### src/rtl/operand_forwarder_pkg.sv
// Shared widths, the held-entry record and the CDB tag-match rule used by
// every lookup in the operand forwarder.
package operand_forwarder_pkg;

    localparam int XLEN      = 32;
    localparam int REG_W     = 6;
    localparam int NUM_CDB   = 2;
    localparam int DEPTH     = 2;
    localparam int INFO_W    = 96;
    localparam int CDB_IDX_W = (NUM_CDB > 1) ? $clog2(NUM_CDB) : 1;
    localparam int PTR_W     = (DEPTH > 1) ? $clog2(DEPTH) : 1;

    localparam logic [PTR_W:0] FULL_CNT = (PTR_W + 1)'(DEPTH);

    typedef struct packed {
        logic [INFO_W-1:0] info;
        logic [REG_W-1:0]  rs_1;
        logic [REG_W-1:0]  rs_2;
        logic [XLEN-1:0]   data_1;
        logic [XLEN-1:0]   data_2;
        logic              ok_1;
        logic              ok_2;
        logic              valid;
    } fwd_entry_t;

    typedef struct packed {
        logic                 hit;
        logic [CDB_IDX_W-1:0] idx;
    } cdb_hit_t;

    // Tag 0 is the zero register and never matches; the lowest channel wins.
    function automatic cdb_hit_t cdb_match(input logic [REG_W-1:0]         rs,
                                           input logic [NUM_CDB-1:0]       valid,
                                           input logic [NUM_CDB*REG_W-1:0] arn,
                                           input logic [NUM_CDB*REG_W-1:0] rrn);
        cdb_hit_t r;
        r = '0;
        for (int k = NUM_CDB - 1; k >= 0; k--) begin
            if ((rs != '0) && valid[k] &&
                ((rs == arn[k*REG_W +: REG_W]) || (rs == rrn[k*REG_W +: REG_W]))) begin
                r.hit = 1'b1;
                r.idx = CDB_IDX_W'(k);
            end
        end
        return r;
    endfunction

endpackage

### src/rtl/operand_forwarder_cdb_snoop_unit.sv
// Combinational priority match of one source tag against all CDB channels,
// returning the winning channel's result.
module cdb_snoop_unit
    import operand_forwarder_pkg::*;
(
    input  logic [REG_W-1:0]         tag_i,
    input  logic [NUM_CDB-1:0]       cdb_valid_i,
    input  logic [NUM_CDB*REG_W-1:0] cdb_arn_i,
    input  logic [NUM_CDB*REG_W-1:0] cdb_rrn_i,
    input  logic [NUM_CDB*XLEN-1:0]  cdb_result_i,
    output logic                     hit_o,
    output logic [XLEN-1:0]          data_o
);

    cdb_hit_t match;

    always_comb begin
        match  = cdb_match(tag_i, cdb_valid_i, cdb_arn_i, cdb_rrn_i);
        hit_o  = match.hit;
        data_o = '0;
        for (int k = 0; k < NUM_CDB; k++) begin
            if (match.idx == CDB_IDX_W'(k)) begin
                data_o = cdb_result_i[k*XLEN +: XLEN];
            end
        end
    end

endmodule

### src/rtl/operand_forwarder.sv
// Registered operand lookup and CDB forwarding between rename and the
// reservation stations; a small in-order FIFO keeps snooping while issue stalls.
module operand_forwarder
    import operand_forwarder_pkg::*;
(
    input  logic                     clk,
    input  logic                     reset,
    input  logic                     in_valid,
    output logic                     in_ready,
    input  logic [INFO_W-1:0]        in_info,
    input  logic [REG_W-1:0]         in_rs_1,
    input  logic [REG_W-1:0]         in_rs_2,
    output logic [REG_W-1:0]         rf_src_1,
    output logic [REG_W-1:0]         rf_src_2,
    input  logic [XLEN-1:0]          rf_data_1,
    input  logic [XLEN-1:0]          rf_data_2,
    input  logic                     rf_valid_1,
    input  logic                     rf_valid_2,
    input  logic [NUM_CDB-1:0]       cdb_valid,
    input  logic [NUM_CDB*REG_W-1:0] cdb_arn,
    input  logic [NUM_CDB*REG_W-1:0] cdb_rrn,
    input  logic [NUM_CDB*XLEN-1:0]  cdb_result,
    output logic                     out_valid,
    input  logic                     out_ready,
    output logic [INFO_W-1:0]        out_info,
    output logic [REG_W-1:0]         out_rs_1,
    output logic [REG_W-1:0]         out_rs_2,
    output logic [XLEN-1:0]          out_data_1,
    output logic [XLEN-1:0]          out_data_2,
    output logic                     out_ok_1,
    output logic                     out_ok_2,
    input  logic                     flush
);

    fwd_entry_t       ent_q [DEPTH];
    fwd_entry_t       ent_d [DEPTH];
    logic [PTR_W-1:0] head_q, head_d, tail_q, tail_d;
    logic [PTR_W:0]   count_q, count_d;

    logic             cap_hit_1, cap_hit_2;
    logic [XLEN-1:0]  cap_data_1, cap_data_2;
    fwd_entry_t       cap_e;
    logic [DEPTH-1:0] held_hit_1, held_hit_2;
    logic [XLEN-1:0]  held_data_1 [DEPTH];
    logic [XLEN-1:0]  held_data_2 [DEPTH];
    logic             pop_req, push, pop;

    assign rf_src_1 = in_rs_1;
    assign rf_src_2 = in_rs_2;

    cdb_snoop_unit u_cap_1 (.tag_i(in_rs_1), .cdb_valid_i(cdb_valid), .cdb_arn_i(cdb_arn),
                            .cdb_rrn_i(cdb_rrn), .cdb_result_i(cdb_result),
                            .hit_o(cap_hit_1), .data_o(cap_data_1));
    cdb_snoop_unit u_cap_2 (.tag_i(in_rs_2), .cdb_valid_i(cdb_valid), .cdb_arn_i(cdb_arn),
                            .cdb_rrn_i(cdb_rrn), .cdb_result_i(cdb_result),
                            .hit_o(cap_hit_2), .data_o(cap_data_2));

    for (genvar g = 0; g < DEPTH; g++) begin : g_held
        cdb_snoop_unit u_snoop_1 (.tag_i(ent_q[g].rs_1), .cdb_valid_i(cdb_valid),
                                  .cdb_arn_i(cdb_arn), .cdb_rrn_i(cdb_rrn),
                                  .cdb_result_i(cdb_result),
                                  .hit_o(held_hit_1[g]), .data_o(held_data_1[g]));
        cdb_snoop_unit u_snoop_2 (.tag_i(ent_q[g].rs_2), .cdb_valid_i(cdb_valid),
                                  .cdb_arn_i(cdb_arn), .cdb_rrn_i(cdb_rrn),
                                  .cdb_result_i(cdb_result),
                                  .hit_o(held_hit_2[g]), .data_o(held_data_2[g]));
    end

    // Handshake: a transfer happens on valid & ready at the rising edge;
    // in_ready may depend on out_ready so a full buffer can pop and push together.
    assign out_valid = (count_q != '0);
    assign pop_req   = out_valid & out_ready;
    assign in_ready  = (count_q < FULL_CNT) | pop_req;
    assign push      = in_valid & in_ready & ~flush;
    assign pop       = pop_req & ~flush;

    assign out_info   = ent_q[head_q].info;
    assign out_rs_1   = ent_q[head_q].rs_1;
    assign out_rs_2   = ent_q[head_q].rs_2;
    assign out_data_1 = ent_q[head_q].data_1;
    assign out_data_2 = ent_q[head_q].data_2;
    assign out_ok_1   = ent_q[head_q].ok_1;
    assign out_ok_2   = ent_q[head_q].ok_2;

    always_comb begin
        cap_e        = '0;
        cap_e.info   = in_info;
        cap_e.rs_1   = in_rs_1;
        cap_e.rs_2   = in_rs_2;
        cap_e.data_1 = cap_hit_1 ? cap_data_1 : rf_data_1;
        cap_e.data_2 = cap_hit_2 ? cap_data_2 : rf_data_2;
        cap_e.ok_1   = cap_hit_1 | rf_valid_1;
        cap_e.ok_2   = cap_hit_2 | rf_valid_2;
        cap_e.valid  = 1'b1;
    end

    always_comb begin
        ent_d   = ent_q;
        head_d  = head_q;
        tail_d  = tail_q;
        count_d = count_q;
        for (int i = 0; i < DEPTH; i++) begin
            if (ent_q[i].valid && !ent_q[i].ok_1 && held_hit_1[i]) begin
                ent_d[i].data_1 = held_data_1[i];
                ent_d[i].ok_1   = 1'b1;
            end
            if (ent_q[i].valid && !ent_q[i].ok_2 && held_hit_2[i]) begin
                ent_d[i].data_2 = held_data_2[i];
                ent_d[i].ok_2   = 1'b1;
            end
        end
        // A popping head leaves with its pre-edge operands; its snoop result is discarded.
        if (pop) begin
            ent_d[head_q].valid = 1'b0;
            head_d              = head_q + PTR_W'(1);
        end
        if (push) begin
            ent_d[tail_q] = cap_e;
            tail_d        = tail_q + PTR_W'(1);
        end
        if (push && !pop) begin
            count_d = count_q + (PTR_W + 1)'(1);
        end else if (pop && !push) begin
            count_d = count_q - (PTR_W + 1)'(1);
        end
        if (flush) begin
            for (int i = 0; i < DEPTH; i++) begin
                ent_d[i].valid = 1'b0;
            end
            head_d  = '0;
            tail_d  = '0;
            count_d = '0;
        end
    end

    always_ff @(posedge clk) begin
        if (reset) begin
            for (int i = 0; i < DEPTH; i++) begin
                ent_q[i] <= '0;
            end
            head_q  <= '0;
            tail_q  <= '0;
            count_q <= '0;
        end else begin
            ent_q   <= ent_d;
            head_q  <= head_d;
            tail_q  <= tail_d;
            count_q <= count_d;
        end
    end

endmodule
### config.mk
export PLATFORM = sky130hd
export DESIGN_NAME = operand_forwarder
export DESIGN_NICKNAME = d
export VERILOG_FILES = /design/src/rtl/operand_forwarder_pkg.sv /design/src/rtl/operand_forwarder_cdb_snoop_unit.sv /design/src/rtl/operand_forwarder.sv
export SDC_FILE = /design/constraint.sdc
export NUM_CORES = 1
export LEC_CHECK = 0
export ABC_AREA = 1
export BUFFER_PORTS_ARGS = -buffer_cell sky130_fd_sc_hd__buf_2
export CELL_PAD_IN_SITES_DETAIL_PLACEMENT = 1
export CELL_PAD_IN_SITES_GLOBAL_PLACEMENT = 2
export CORE_MARGIN = 4
export CORE_UTILIZATION = 31
export CTS_BUF_LIST = sky130_fd_sc_hd__clkbuf_2 sky130_fd_sc_hd__clkbuf_4 sky130_fd_sc_hd__clkbuf_8
export CTS_CLUSTER_SIZE = 10
export DETAILED_ROUTE_END_ITERATION = 16
export PLACE_DENSITY_LB_ADDON = 0.1
export RECOVER_POWER = 100
export SLEW_MARGIN = 20
export SYNTH_ARGS = -nofsm -noshare
export SYNTH_HDL_FRONTEND = slang
export SYNTH_SLANG_ARGS = --single-unit
### constraint.sdc
create_clock -name clk -period 3.1 [get_ports clk]
set_clock_uncertainty 0.05 [all_clocks]
set_input_delay 0.465 -clock clk [delete_from_list [all_inputs] [get_ports clk]]
set_output_delay 0.465 -clock clk [all_outputs]
set_load 0.05 [all_outputs]
==> summary.md <==
| Metric | Value |
|---|---|
| Crit-path cells | `buf_4 -> nand2_1 -> o21ai_0 -> clkbuf_1` |
| Reg-to-reg endpoint | `ent_q[38]$_SDFF_PP0_` |
| R2R depth | `14` |
| Hold WC Path Type | `input port to flip-flop` |
| Max cap viols | `0` |
| Ys Warns | `0` |
| CTS buffer count | `74` |
| Area grow syn2layout | `25.1%` |
| Area taken by multi-input logic gates | `12300 um2` |
| Crit path DAT | `2.35 ns` |
| Fin nets | `4484` |
| Peak supply drop | `0.405 mV` |
| Crit path buffers/inverters | `2` |
| Status | `finished, final reports clean` |
| DRC viols | `0` |
| Port buffer count | `456` |
| Upper clock frequency limit | `349 MHz` |
| CP max FO | `23` |
| Worst path slowest cell | `dfxtp_4` |
| Core area | `70500 um2` |
| Leakage | `13.7 nW` |
| Finish-stage setup viols | `0` |
| First-pass GRT wire length | `164 mm` |
| Setup TNS | `0 ns` |
| Internal power | `8.60 mW` |
| CP Class | `flip-flop to output pin` |
| Switching part of the total | `0.342` |
| Vias/cell | `5.17` |
| WL/cell | `20.7 um` |
| FFs w/ async S/R, synth | `0` |
| Power Density | `470 nW/um2` |
| Minimum clock period | `2.87 ns` |
| Distinct cell type count after synthesis | `29` |
| Worst slew pin tran | `1.35 ns` |
| Final Max Tran Viols | `0` |
| Most frequent cells in the layout | `1198 x nand2_1, 476 x nand3_1, 392 x o21ai_0` |
| Placed Cells | `4980` |
| IO Pins | `457` |
| CTS tree | `done` |
| TritonCTS Sinks | `354` |
| Final period util | `0.924` |
| Fin cells | `5219` |
| Vias in the first global route | `26900` |
| CP endpoint kind | `output pin` |
| Worst skew pair latency | `0.66 ns` |
| Clock share of power | `0.418` |
| Data required, critical path | `2.58 ns` |
| Pre-CTS setup slack | `0.319 ns` |
| Cell count after synthesis | `3784` |
| Die area | `75900 um2` |
| Critical path origin | `head_q$_SDFFE_PP0P_` |
| Primary FF master, synth | `dfxtp_1` |
| Mapped cell area | `22200 um2` |
| Drt first-iter violations | `1811` |
| Comb pwr share | `0.211` |
| Slew HR | `0.0988` |
| Share of layout cells above drive strength 1 | `0.156` |
| #FFs+latches synth | `354` |
| CTS max path bufs | `3` |
| Die height | `276 um` |
| Final setup margin | `0.234 ns` |
| FF/Latch Area | `7090 um2` |
| Post-route ant nets | `0` |
| Final hold vios | `0` |
| R2R Setup Slk | `0.24 ns` |
| Antenna violations before repair | `16` |
| Critical Path Sink | `out_data_2[22]` |
| Total power | `13.1 mW` |
| Fin Hold WS | `0.0902 ns` |
| # fillers | `9543` |
| RSZ-0062 raised after global routing | `false` |
| Clk slew on worst S/H paths | `0.06 ns` |
| Initial Utilization | `0.315` |
| Drt total wl | `108 mm` |
| Commonest non-fill, non-tap cell in the layout | `nand2_1` |
| Seq pwr share | `0.372` |
| Post-synth EDFFs | `0` |
| Crit-path max cell delay | `0.65 ns` |
| Reg2reg start | `ent_q[77]$_SDFFE_PP0P_` |
| Final HPWL DP | `72.0 mm` |
| Rows | `97` |
| GPL Wtd Cong | `0.887` |
| Avg Cell Area, Syn | `5.87 um2` |
| Grt ovf | `0` |
| Post-synthesis sequential area ratio | `0.319` |
| CTS resizes | `0` |
| Clk root buf | `clkbuf_8` |
| Crit. path cell count | `4` |
| GRT Resource Usage Total | `0.277` |
| Mapped Nets | `4054` |
| Die W | `276 um` |
| # H-tree levels | `3` |
| Vias | `27000` |
| Largest net degree at the start of global routing | `99` |
| CP Launch Type | `flip-flop` |
| NetSw | `4.46 mW` |
| Delay-heaviest family, CP | `buffers and inverters` |
| DR pass1 iterations | `5` |
## synthesized netlist by cell type (all sizes together) (6+ instances only)
library cell,number,share of area
clkbuf,139,0.024
buf,132,0.035
nor2,280,0.048
nand2,1213,0.21
nand3b,18,0.0061
dfxtp,354,0.32
nand3,478,0.11
a21oi,217,0.051
nand4,134,0.038
clkinv,6,0.0010
o21ai,392,0.088
inv,407,0.069
xor2,10,0.0039
## logic make-up after synthesis
kind of cell / count (synthesis) / share of synthesized area
simple gates: 2125 / 0.408
fa+ha+maj: 1 / 0.000564
flops: 354 / 0.319
compound gates: 610 / 0.139
xor+xnor: 10 / 0.00395
buf+inv: 684 / 0.129
## flip-flops by register name, indices dropped and copies added (netlist names)
signal,count
ent_q,350
tail_q,1
head_q,1
count_q,2
## final cells by class
cell class | count | share of cell area
well taps | 940 | 0.0424
clock buffers | 118 | 0.0524
clock inverters | 11 | 0.00545
repair buffers | 625 | 0.145
multi-input cells | 2746 | 0.441
flip-flops and latches | 354 | 0.255
diodes | 12 | 0.00108
inverters | 413 | 0.0565
## worst min path at each step
stage                              endpoint                    start  cells after the start  slack [ns]
floorplan           ent_q[254]$_SDFFE_PP0P_  ent_q[254]$_SDFFE_PP0P_                      2        0.37
global placement    ent_q[307]$_SDFFE_PP0P_  ent_q[307]$_SDFFE_PP0P_                      2        0.38
detailed placement  ent_q[323]$_SDFFE_PP0P_  ent_q[323]$_SDFFE_PP0P_                      2        0.39
CTS                   ent_q[176]$_SDFF_PP0_               rf_valid_2                      3        0.03
global route          ent_q[176]$_SDFF_PP0_               rf_valid_2                      3        0.05
finish                ent_q[176]$_SDFF_PP0_               rf_valid_2                      3        0.09
## power by group through the flow
stage          clock [mW]  combinational [mW]  sequential [mW]
2_1_floorplan           0                1.71             4.92
3_3_place_gp            0                2.65             4.95
3_5_place_dp            0                2.66             4.95
4_1_cts              5.65                2.77             4.86
5_1_grt              5.86                3.00             4.87
6_report             5.45                2.75             4.86
## per-layer routing
| layer | wire length [um] | track usage | up-vias |
|---|---|---|---|
| met3 | 8480 | 0.0636 | 189 |
| met4 | 3430 | 0.0924 | 6 |
| met5 | 34 | 0 | - |
| met2 | 49300 | 0.450 | 863 |
| li1 | - | - | 13000 |
| met1 | 46800 | 0.364 | 12900 |
## metrics by stage
step,area [um2],utilization
global route,27800,0.394
global placement,25300,0.359
floorplan,22200,-
CTS,27900,0.395
detailed placement,25300,0.359
finish,27800,0.394
## worst min-delay path: stages
cell,delay [ns]
buf_2,0.08
nor2_1,0.06
a21oi_1,0.13
## repair_timing
item                                   in CTS  in global routing
hold buffers                               97                  0
setup buffers                               0                  1
setup endpoints to repair                   0                  1
endpoints found under the hold margin     173                  0
No activity file was read; power rests on OpenSTA's default activity.
